`config.mk`:
```
export PLATFORM = sky130hd
export DESIGN_NAME = snn_run_sequencer
export DESIGN_NICKNAME = d
export VERILOG_FILES = /design/src/rtl/snn_run_sequencer_pkg.sv /design/src/rtl/snn_label_rx.sv /design/src/rtl/snn_run_sequencer.sv
export SDC_FILE = /design/constraint.sdc
export NUM_CORES = 1
export LEC_CHECK = 0
export CAP_MARGIN = 0
export CORE_UTILIZATION = 48
export DETAILED_ROUTE_END_ITERATION = 16
export HOLD_SLACK_MARGIN = 0.12
export PLACE_DENSITY = 0.84
export SYNTH_ARGS = -nofsm -noshare
export SYNTH_HDL_FRONTEND = slang
export SYNTH_SLANG_ARGS = --single-unit
export TNS_END_PERCENT = 1
```
`constraint.sdc`:
```
create_clock -name clk -period 4.95 [get_ports clk]
set_clock_uncertainty 0.2 [all_clocks]
set_input_delay 0.99 -clock clk [delete_from_list [all_inputs] [get_ports clk]]
set_output_delay 0.99 -clock clk [all_outputs]
set_load 0.01 [all_outputs]
```
`src/rtl/snn_run_sequencer_pkg.sv`:
```
// Shared SNN sequencer definitions: FSM state encoding, default label width
// and the value of the serial label start bit.
package snn_run_sequencer_pkg;

  typedef enum logic [1:0] {
    ST_IDLE   = 2'd0,
    ST_ARM    = 2'd1,
    ST_STREAM = 2'd2,
    ST_DRAIN  = 2'd3
  } seq_state_e;

  localparam int   LABEL_W_DEF   = 4;
  localparam logic LBL_START_BIT = 1'b1;

endpackage

```
`src/rtl/snn_label_rx.sv`:
```
// Serial label deserializer.
// A frame is one start bit followed by LABEL_W data bits, MSB first, one bit
// per cycle. valid_o pulses for one cycle after the last data bit; label_o
// holds the most recent complete frame.
// Ports:
//   clk, reset_n  clock, async active-low reset
//   enable_i      receiver active; low aborts any partial frame
//   bit_i         serial label line
//   valid_o       one-cycle frame-complete strobe
//   label_o       received label
module snn_label_rx
  import snn_run_sequencer_pkg::*;
#(
  parameter int LABEL_W = LABEL_W_DEF
) (
  input  logic               clk,
  input  logic               reset_n,
  input  logic               enable_i,
  input  logic               bit_i,
  output logic               valid_o,
  output logic [LABEL_W-1:0] label_o
);

  localparam int BC_W = $clog2(LABEL_W + 1);

  logic [BC_W-1:0]    cnt_q, cnt_d;     // data bits still to receive
  logic [LABEL_W-1:0] sh_q, sh_d;
  logic [LABEL_W-1:0] label_q, label_d;
  logic               valid_q, valid_d;
  logic [LABEL_W:0]   sh_ext;

  assign sh_ext = {sh_q, bit_i};

  always_comb begin
    cnt_d   = cnt_q;
    sh_d    = sh_q;
    label_d = label_q;
    valid_d = 1'b0;
    if (!enable_i) begin
      cnt_d = '0;
      sh_d  = '0;
    end else if (cnt_q == '0) begin
      if (bit_i == LBL_START_BIT) cnt_d = BC_W'(LABEL_W);
    end else begin
      sh_d  = sh_ext[LABEL_W-1:0];
      cnt_d = cnt_q - BC_W'(1);
      if (cnt_q == BC_W'(1)) begin
        valid_d = 1'b1;
        label_d = sh_d;
      end
    end
  end

  always_ff @(posedge clk or negedge reset_n) begin
    if (!reset_n) begin
      cnt_q   <= '0;
      sh_q    <= '0;
      label_q <= '0;
      valid_q <= 1'b0;
    end else begin
      cnt_q   <= cnt_d;
      sh_q    <= sh_d;
      label_q <= label_d;
      valid_q <= valid_d;
    end
  end

  assign valid_o = valid_q;
  assign label_o = label_q;

endmodule

```
`src/rtl/snn_run_sequencer.sv`:
```
// SNN run sequencer: accepts a run command, starts the core, forwards
// BEATS_PER_SAMPLE beats per sample from the host to the core with no
// storage, and in inference mode collects one serial label per sample.
// Ports:
//   clk, reset_n                 clock, async active-low reset
//   cmd_valid_i/cmd_ready_o      run request handshake (ready == idle)
//   cmd_train_i, cmd_num_i       run type (1 = training) and sample count
//   src_valid_i/src_data_i/src_ready_o   host beat stream
//   snn_valid_o/snn_data_o/snn_ready_i   core beat stream (combinational)
//   snn_start_training_o/snn_start_inference_o  one-cycle start pulses
//   snn_start_ready_i            core can start
//   snn_label_bit_i              serial label line from the core
//   res_valid_o/res_label_o/res_index_o  label strobe, label, sample index
//   done_o                       run-complete pulse
//   error_o                      drain timeout, sticky until next command
module snn_run_sequencer
  import snn_run_sequencer_pkg::*;
#(
  parameter int DATA_W           = 66,
  parameter int BEATS_PER_SAMPLE = 15,
  parameter int LABEL_W          = LABEL_W_DEF,
  parameter int CNT_W            = 16,
  parameter int TIMEOUT          = 65535
) (
  input  logic               clk,
  input  logic               reset_n,
  input  logic               cmd_valid_i,
  output logic               cmd_ready_o,
  input  logic               cmd_train_i,
  input  logic [CNT_W-1:0]   cmd_num_i,
  input  logic               src_valid_i,
  input  logic [DATA_W-1:0]  src_data_i,
  output logic               src_ready_o,
  output logic               snn_valid_o,
  output logic [DATA_W-1:0]  snn_data_o,
  input  logic               snn_ready_i,
  output logic               snn_start_training_o,
  output logic               snn_start_inference_o,
  input  logic               snn_start_ready_i,
  input  logic               snn_label_bit_i,
  output logic               res_valid_o,
  output logic [LABEL_W-1:0] res_label_o,
  output logic [CNT_W-1:0]   res_index_o,
  output logic               done_o,
  output logic               error_o
);

  localparam int BEAT_W = (BEATS_PER_SAMPLE > 1) ? $clog2(BEATS_PER_SAMPLE) : 1;
  localparam int TO_W   = $clog2(TIMEOUT + 1);

  seq_state_e         state_q, state_d;
  logic               train_q, train_d;
  logic [CNT_W-1:0]   num_q, num_d;
  logic [BEAT_W-1:0]  beat_q, beat_d;
  logic [CNT_W-1:0]   samp_q, samp_d;
  logic [CNT_W-1:0]   lbl_cnt_q, lbl_cnt_d;
  logic [TO_W-1:0]    to_q, to_d;
  logic               done_q, done_d;
  logic               err_q, err_d;
  logic [LABEL_W-1:0] res_label_q, res_label_d;

  logic               xfer, last_beat, last_samp;
  logic               rx_en, rx_valid, strobe, drain_fin, timeout_hit;
  logic [LABEL_W-1:0] rx_label;

  assign xfer      = (state_q == ST_STREAM) && src_valid_i && snn_ready_i;
  assign last_beat = (beat_q == BEAT_W'(BEATS_PER_SAMPLE - 1));
  assign last_samp = (samp_q == num_q - CNT_W'(1));

  // Labels are only meaningful while an inference run is streaming/draining.
  assign rx_en  = !train_q && ((state_q == ST_STREAM) || (state_q == ST_DRAIN));
  // Frames beyond the requested sample count are dropped.
  assign strobe = rx_valid && rx_en && (lbl_cnt_q < num_q);

  // Drain finishes in the same cycle as the last label strobe.
  assign drain_fin = (state_q == ST_DRAIN) &&
                     ((strobe && (lbl_cnt_q == num_q - CNT_W'(1))) || (lbl_cnt_q == num_q));
  // Registered done/error land TIMEOUT cycles after drain entry.
  assign timeout_hit = (state_q == ST_DRAIN) && !drain_fin && !strobe &&
                       (to_q == TO_W'(TIMEOUT - 1));

  snn_label_rx #(.LABEL_W(LABEL_W)) u_rx (
    .clk      (clk),
    .reset_n  (reset_n),
    .enable_i (rx_en),
    .bit_i    (snn_label_bit_i),
    .valid_o  (rx_valid),
    .label_o  (rx_label)
  );

  always_comb begin
    state_d               = state_q;
    train_d               = train_q;
    num_d                 = num_q;
    beat_d                = beat_q;
    samp_d                = samp_q;
    lbl_cnt_d             = lbl_cnt_q;
    to_d                  = to_q;
    done_d                = 1'b0;
    err_d                 = err_q;
    res_label_d           = res_label_q;
    snn_start_training_o  = 1'b0;
    snn_start_inference_o = 1'b0;

    case (state_q)
      ST_IDLE: begin
        if (cmd_valid_i) begin
          train_d   = cmd_train_i;
          num_d     = cmd_num_i;
          beat_d    = '0;
          samp_d    = '0;
          lbl_cnt_d = '0;
          to_d      = '0;
          err_d     = 1'b0;
          if (cmd_num_i == '0) done_d  = 1'b1;
          else                 state_d = ST_ARM;
        end
      end
      ST_ARM: begin
        if (snn_start_ready_i) begin
          snn_start_training_o  = train_q;
          snn_start_inference_o = !train_q;
          state_d               = ST_STREAM;
        end
      end
      ST_STREAM: begin
        if (xfer) begin
          if (last_beat) begin
            beat_d = '0;
            samp_d = samp_q + CNT_W'(1);
            if (last_samp) begin
              if (train_q) begin
                done_d  = 1'b1;
                state_d = ST_IDLE;
              end else begin
                state_d = ST_DRAIN;
              end
            end
          end else begin
            beat_d = beat_q + BEAT_W'(1);
          end
        end
      end
      ST_DRAIN: begin
        to_d = to_q + TO_W'(1);
        if (drain_fin) begin
          state_d = ST_IDLE;
        end else if (timeout_hit) begin
          err_d   = 1'b1;
          done_d  = 1'b1;
          state_d = ST_IDLE;
        end
      end
      default: state_d = ST_IDLE;
    endcase

    if (strobe) begin
      lbl_cnt_d   = lbl_cnt_q + CNT_W'(1);
      res_label_d = rx_label;
      to_d        = '0;
    end
  end

  always_ff @(posedge clk or negedge reset_n) begin
    if (!reset_n) begin
      state_q     <= ST_IDLE;
      train_q     <= 1'b0;
      num_q       <= '0;
      beat_q      <= '0;
      samp_q      <= '0;
      lbl_cnt_q   <= '0;
      to_q        <= '0;
      done_q      <= 1'b0;
      err_q       <= 1'b0;
      res_label_q <= '0;
    end else begin
      state_q     <= state_d;
      train_q     <= train_d;
      num_q       <= num_d;
      beat_q      <= beat_d;
      samp_q      <= samp_d;
      lbl_cnt_q   <= lbl_cnt_d;
      to_q        <= to_d;
      done_q      <= done_d;
      err_q       <= err_d;
      res_label_q <= res_label_d;
    end
  end

  assign cmd_ready_o = (state_q == ST_IDLE);
  assign src_ready_o = (state_q == ST_STREAM) && snn_ready_i;
  assign snn_valid_o = xfer;
  assign snn_data_o  = src_data_i;
  assign res_valid_o = strobe;
  assign res_label_o = strobe ? rx_label : res_label_q;
  assign res_index_o = lbl_cnt_q;
  assign done_o      = done_q || drain_fin;
  assign error_o     = err_q;

endmodule
```
==> run metrics, run 1 <==
status finished clean; largest family of logic cells by synthesized area simple AND/OR/NAND/NOR gates; io pins 184; fin crit share 96.7%; pre-CTS setup slack 419 ps; Top FF cell, synth dfrtp_1; CTS Buffer Depth 2; fin nets 781; fin crit period 4790 ps; drt initial violations 353; Worst EP required 3760 ps; sw frac 41.7%; maxcap violations 0; crit end category primary output; H-tree levels 3; Peak supply drop 0.290 mV; Antenna diodes 0; Switch Pwr 1.49 mW; Peak Freq 209 MHz; Combinational Power Share 44.1%; drt via density 5.72; mux cell area share after synthesis 3.63%; layout cells sized above 1 8.35%; total track usage 23.0%; CTS tree done; RSZ-0062 raised after global routing false; Syn Area/Cell 8.77 µm²; DR vias 4,798; vias in the first global route 4,669; sequential fraction of the synthesis area 36.5%; Synth Area in Compound Gates 10.3%; yosys synthesis warning count 0; final setup fails 0; Yosys reg bits 88; remaining antenna violation count 0; Clock Pin Slew Worst Setup and Hold Paths 70 ps; Pwr Density 545 nW/µm²; sequential share of power 37.5%; Design Power 3.56 mW; DR DRC count 0; net count after synthesis 803; final hold violation count 0; fillers 1,123; Area growth syn-to-layout 8.32%; crit path kind flop to primary output; Die ar. 13,000 µm²; total gr overflow 0; Initial Utilization 49.8%; leading cell type in the layout, fill and taps excluded dfrtp_1; Die Y 114 µm; initial antenna violation count 0; CTS Buf Count 9; largest net degree at the start of global routing 54; most frequent cells in the layout dfrtp_1 (85), nand2_1 (76), o21ai_0 (52), clkdlybuf4s50_1 (50), nor2_1 (48); Distinct cells, synth 57; worst slew pin tran 813 ps; post-synthesis async set-or-reset flop share 100%; dpl hpwl 10.3 mm; GPL Wtd Cong 0.917; Pre-Repair DR Iteration Count 5; I/O Buffers 51; CP arrival 3600 ps; simple-gate share of the synthesized area 22.0%; # clock sinks 88; WL final 13.9 mm; Post-Syn Instances 688; post-synthesis xor/xnor area fraction 10.3%; Clock power frac 18.4%; Syn Std Cell Area 6030 µm²; Hold WS 275 ps; drt wl/cell 16.6 µm; Int Pwr 2.08 mW; Max FO, Critical Path 9; number of synthesized flops with an enable pin 0; Hold Crit Class flop to flop; Setup TNS 0 ps; row cnt 40; Setup WS post-layout 164 ps; Leak 2.82 nW; global-route wire length before repair 23.1 mm; CTS Root Cell clkbuf_16; Slew headroom 45.1%; hold_buf cts 0; Core ar. 12,100 µm²; Adder-Cell Fraction of Synth Area 5.19%; chip width 114 µm; Pins Over Slew Limit 0; startpoint class of the critical path flop; Clk Latency, worst-skew pair 350 ps
[cell usage after synthesis (all sizes together) (14+ instances only)]
cell type,count,share of area (%)
dfrtp,88,37
a21oi,15,1.2
nand4,16,1.7
nand2,76,4.7
o21ai,53,4.5
nand3,35,2.9
buf,72,8.9
inv,25,1.6
xor2,29,4.2
nor2,48,3.0
ha,25,5.2
clkbuf,26,1.6
mux2i,14,2.3
xnor2,34,4.9
[per-stage QoR]
stage | instance area (µm²) | util, % | std cells
detailed placement | 6200 | 51.2 | 820
CTS | 6480 | 53.5 | 836
finish | 6530 | 53.9 | 839
floorplan | 6030 | - | 688
global placement | 6200 | 51.2 | 820
global route | 6530 | 53.9 | 839
[critical path, stage by stage (launching register included)]
cell	delay, ps
dfrtp_1	480
ha_1	370
a21oi_1	170
o21ai_0	90
a211o_1	330
or3_4	380
or4_4	550
o21bai_2	170
a21o_1	160
clkdlybuf4s50_1	540
[flip-flops by register name, summed over array words and instances (netlist names)]
| register | cells |
|---|---|
| res_label_q | 4 |
| res_index_o | 16 |
| u_rx.label_o | 4 |
| u_rx.sh_q | 3 |
| beat_q | 4 |
| u_rx.cnt_q | 3 |
| num_q | 16 |
| to_q | 16 |
| done_q | 1 |
| train_q | 1 |
| state_q | 2 |
| u_rx.valid_o | 1 |
| error_o | 1 |
| samp_q | 16 |
[timing repair]
item                       in CTS  in global routing
gates resized for setup         0                  8
buffers inserted                0                  3
setup endpoints to repair       0                  1
[layout make-up]
cell class	count	area (µm²)	area share (%)
well taps	168	210	3.22
repair buffers	65	613	9.39
clock inverters	6	42.5	0.651
flip-flops and latches	88	2210	33.8
multi-input cells	476	3120	47.8
inverters	26	97.6	1.49
clock buffers	10	239	3.66
[path summary, 6_finish.rpt]
| path | start | endpoint | slack (ps) | cells past startpoint |
|---|---|---|---|---|
| max | res_index_o[5]$_DFFE_PN0P_ | done_o | 160 | 9 |
| min | u_rx.cnt_q[2]$_DFFE_PN0P_ | u_rx.valid_o$_DFF_PN0_ | 270 | 1 |
| max reg2reg | num_q[10]$_DFFE_PN0P_ | to_q[13]$_DFFE_PN0P_ | 1350 | 13 |
| min reg2reg | u_rx.cnt_q[2]$_DFFE_PN0P_ | u_rx.valid_o$_DFF_PN0_ | 270 | 1 |
| max in group asynchronous | reset_n | num_q[4]$_DFFE_PN0P_ | 3120 | 2 |
| min in group asynchronous | reset_n | res_index_o[8]$_DFFE_PN0P_ | 470 | 1 |
[cell families (layout without fill, tap and decap cells)]
family                     after synthesis  count (layout)
and+or+nand+nor                        261             261
buffers and inverters                  124             107
AOI/OAI and AO/OA                      103             103
DFF                                     88              88
xor gates and xnor gates                66              66
adders and majority gates               25              25
muxes                                   21              21
[power groups by stage]
stage               clock (mW)  combinational [mW]  sequential (mW)
floorplan                    0                1.19             1.19
global placement             0                1.46             1.32
detailed placement           0                1.52             1.34
CTS                      0.665                1.54             1.33
global route             0.694                1.75             1.38
finish                   0.655                1.57             1.33
[metal layers]
metal	wire (µm)	vias to the layer above	track usage [%]
met3	875	27	5.03
li1	-	2275	-
met1	6120	2333	30.0
met4	400	0	11.5
met2	6510	163	36.1
met5	0	-	0
No activity file was read; power rests on OpenSTA's default activity.
==> run 2: changes to the inputs <==
Settings changed: GPL_TIMING_DRIVEN from default to 0, PLACE_DENSITY 0.84 to 0.91.
==> run 2 against run 1 <==
Against the previous run:
- setup slack worse by 100 ps
- cell count is 17% higher
- global-route usage up 0.66 points
- count of clock-buffer cells in the layout is the same
- die area is the same
- sequential power barely moved
- core utilization increased by 10 points
- final area rose by 19%
- first-iteration DRC count rose by 31%
- combinational power up 10%
- sequential share of layout area down 5.3 points
- worst hold slack got worse by 1.3 ps
- critical endpoint unchanged
==> run metrics, run 2 (synthesis gave the netlist of run 1 again) <==
status finished clean; H-tree levels 3; Hold Crit Class flop to flop; sequential share of power 35.1%; Switch Pwr 1.54 mW; Post-Layout Inst Area 7760 µm²; Pins Over Slew Limit 0; CTS tree done; drt initial violations 464; Leak 3.39 nW; chip width 114 µm; CTS Root Cell clkbuf_16; Antenna diodes 0; global-route wire length before repair 24.0 mm; Slew headroom 47.7%; Initial Utilization 49.8%; startpoint class of the critical path flop; WL final 15.0 mm; hold_buf cts 0; Pre-Repair DR Iteration Count 6; Clock power frac 18.0%; Setup TNS 0 ps; crit end category primary output; Design Power 3.70 mW; Die Y 114 µm; row cnt 40; final hold violation count 0; fin crit period 4890 ps; Hold WS 274 ps; I/O Buffers 117; DR DRC count 0; Combinational Power Share 46.9%; total gr overflow 0; total track usage 23.6%; maxcap violations 0; crit path kind flop to primary output; Core ar. 12,100 µm²; Die ar. 13,000 µm²; # clock sinks 88; Int Pwr 2.16 mW; Pwr Density 477 nW/µm²; worst slew pin tran 774 ps; GPL Wtd Cong 0.872; Placed Area 7440 µm²; Area growth syn-to-layout 28.7%; fin nets 926; Worst EP required 3760 ps; R2R setup slack 1260 ps; final setup fails 0; dpl hpwl 11.4 mm; layout cells sized above 1 15.1%; sw frac 41.5%; drt via density 5.44; CTS Buf Count 9; Clock Pin Slew Worst Setup and Hold Paths 60 ps; Peak supply drop 0.410 mV; CP arrival 3700 ps; vias in the first global route 4,980; Clk Latency, worst-skew pair 350 ps; Max FO, Critical Path 7; remaining antenna violation count 0; DR vias 5,353; fin crit share 98.7%; most frequent cells in the layout clkdlybuf4s50_1 (116), dfrtp_1 (82), nand2_1 (76), buf_4 (67), o21ai_0 (52); io pins 184; drt wl/cell 15.3 µm; largest net degree at the start of global routing 64; Peak Freq 205 MHz; CTS Buffer Depth 2; initial antenna violation count 0; leading cell type in the layout, fill and taps excluded clkdlybuf4s50_1
[run 2: path summary, 6_finish.rpt]
check | cells after the start | from | to
worst max-delay path | 8 | res_index_o[15]$_DFFE_PN0P_ | done_o
worst min-delay path | 1 | to_q[14]$_DFFE_PN0P_ | to_q[14]$_DFFE_PN0P_
worst max register to register | 11 | num_q[9]$_DFFE_PN0P_ | to_q[9]$_DFFE_PN0P_
worst min register to register | 1 | to_q[14]$_DFFE_PN0P_ | to_q[14]$_DFFE_PN0P_
max in group asynchronous | 2 | reset_n | num_q[0]$_DFFE_PN0P_
min in group asynchronous | 1 | reset_n | res_index_o[10]$_DFFE_PN0P_
[run 2: per-layer routing]
layer | global-route usage, % | part of all wire, % | up-vias | wire [µm]
li1 | - | - | 2563 | -
met5 | 0 | 0 | - | 0
met3 | 5.51 | 7.3 | 22 | 1090
met1 | 31.2 | 43 | 2546 | 6460
met2 | 38.4 | 48 | 222 | 7180
met4 | 7.79 | 1.8 | 0 | 268
[run 2: final cells by class]
class	instances	area, µm²
multi-input combinational	476	3140
tap	168	210
fill	1017	4350
inverter	26	101
sequential	88	2210
buffer	92	618
timing repair buffer	118	1200
clock buffer	10	239
clock inverter	6	50.0
[run 2: power by group through the flow]
stage	clock network [mW]	registers (mW)	logic, mW
6_report	0.666	1.30	1.73
3_5_place_dp	0	1.26	1.73
5_1_grt	0.706	1.34	1.92
3_3_place_gp	0	1.24	1.65
4_1_cts	0.677	1.27	1.73
2_1_floorplan	0	1.19	1.19
[run 2: critical path, cell delays in order (launching register included)]
cell,delay (ps)
dfrtp_1,480
ha_1,300
or3b_1,420
a211o_1,310
or3_4,410
or4_4,570
o21bai_2,170
a21o_1,140
clkdlybuf4s50_1,540
[run 2: through the flow]
| stage | cells | util (%) | setup slack [ps] |
|---|---|---|---|
| 2_1_floorplan | 688 | - | 1070 |
| 3_3_place_gp | 973 | 61.2 | -559 |
| 3_5_place_dp | 974 | 61.4 | 72.7 |
| 4_1_cts | 988 | 63.9 | 10.7 |
| 5_1_grt | 984 | 64.1 | -43.2 |
| 6_report | 984 | 64.1 | 64.4 |
[run 2: timing repair]
item,CTS,global route
endpoints found under the hold margin,0,0
setup endpoints to repair,5,6
buffers inserted,0,0
pin swaps,0,1
gates resized for setup,7,14
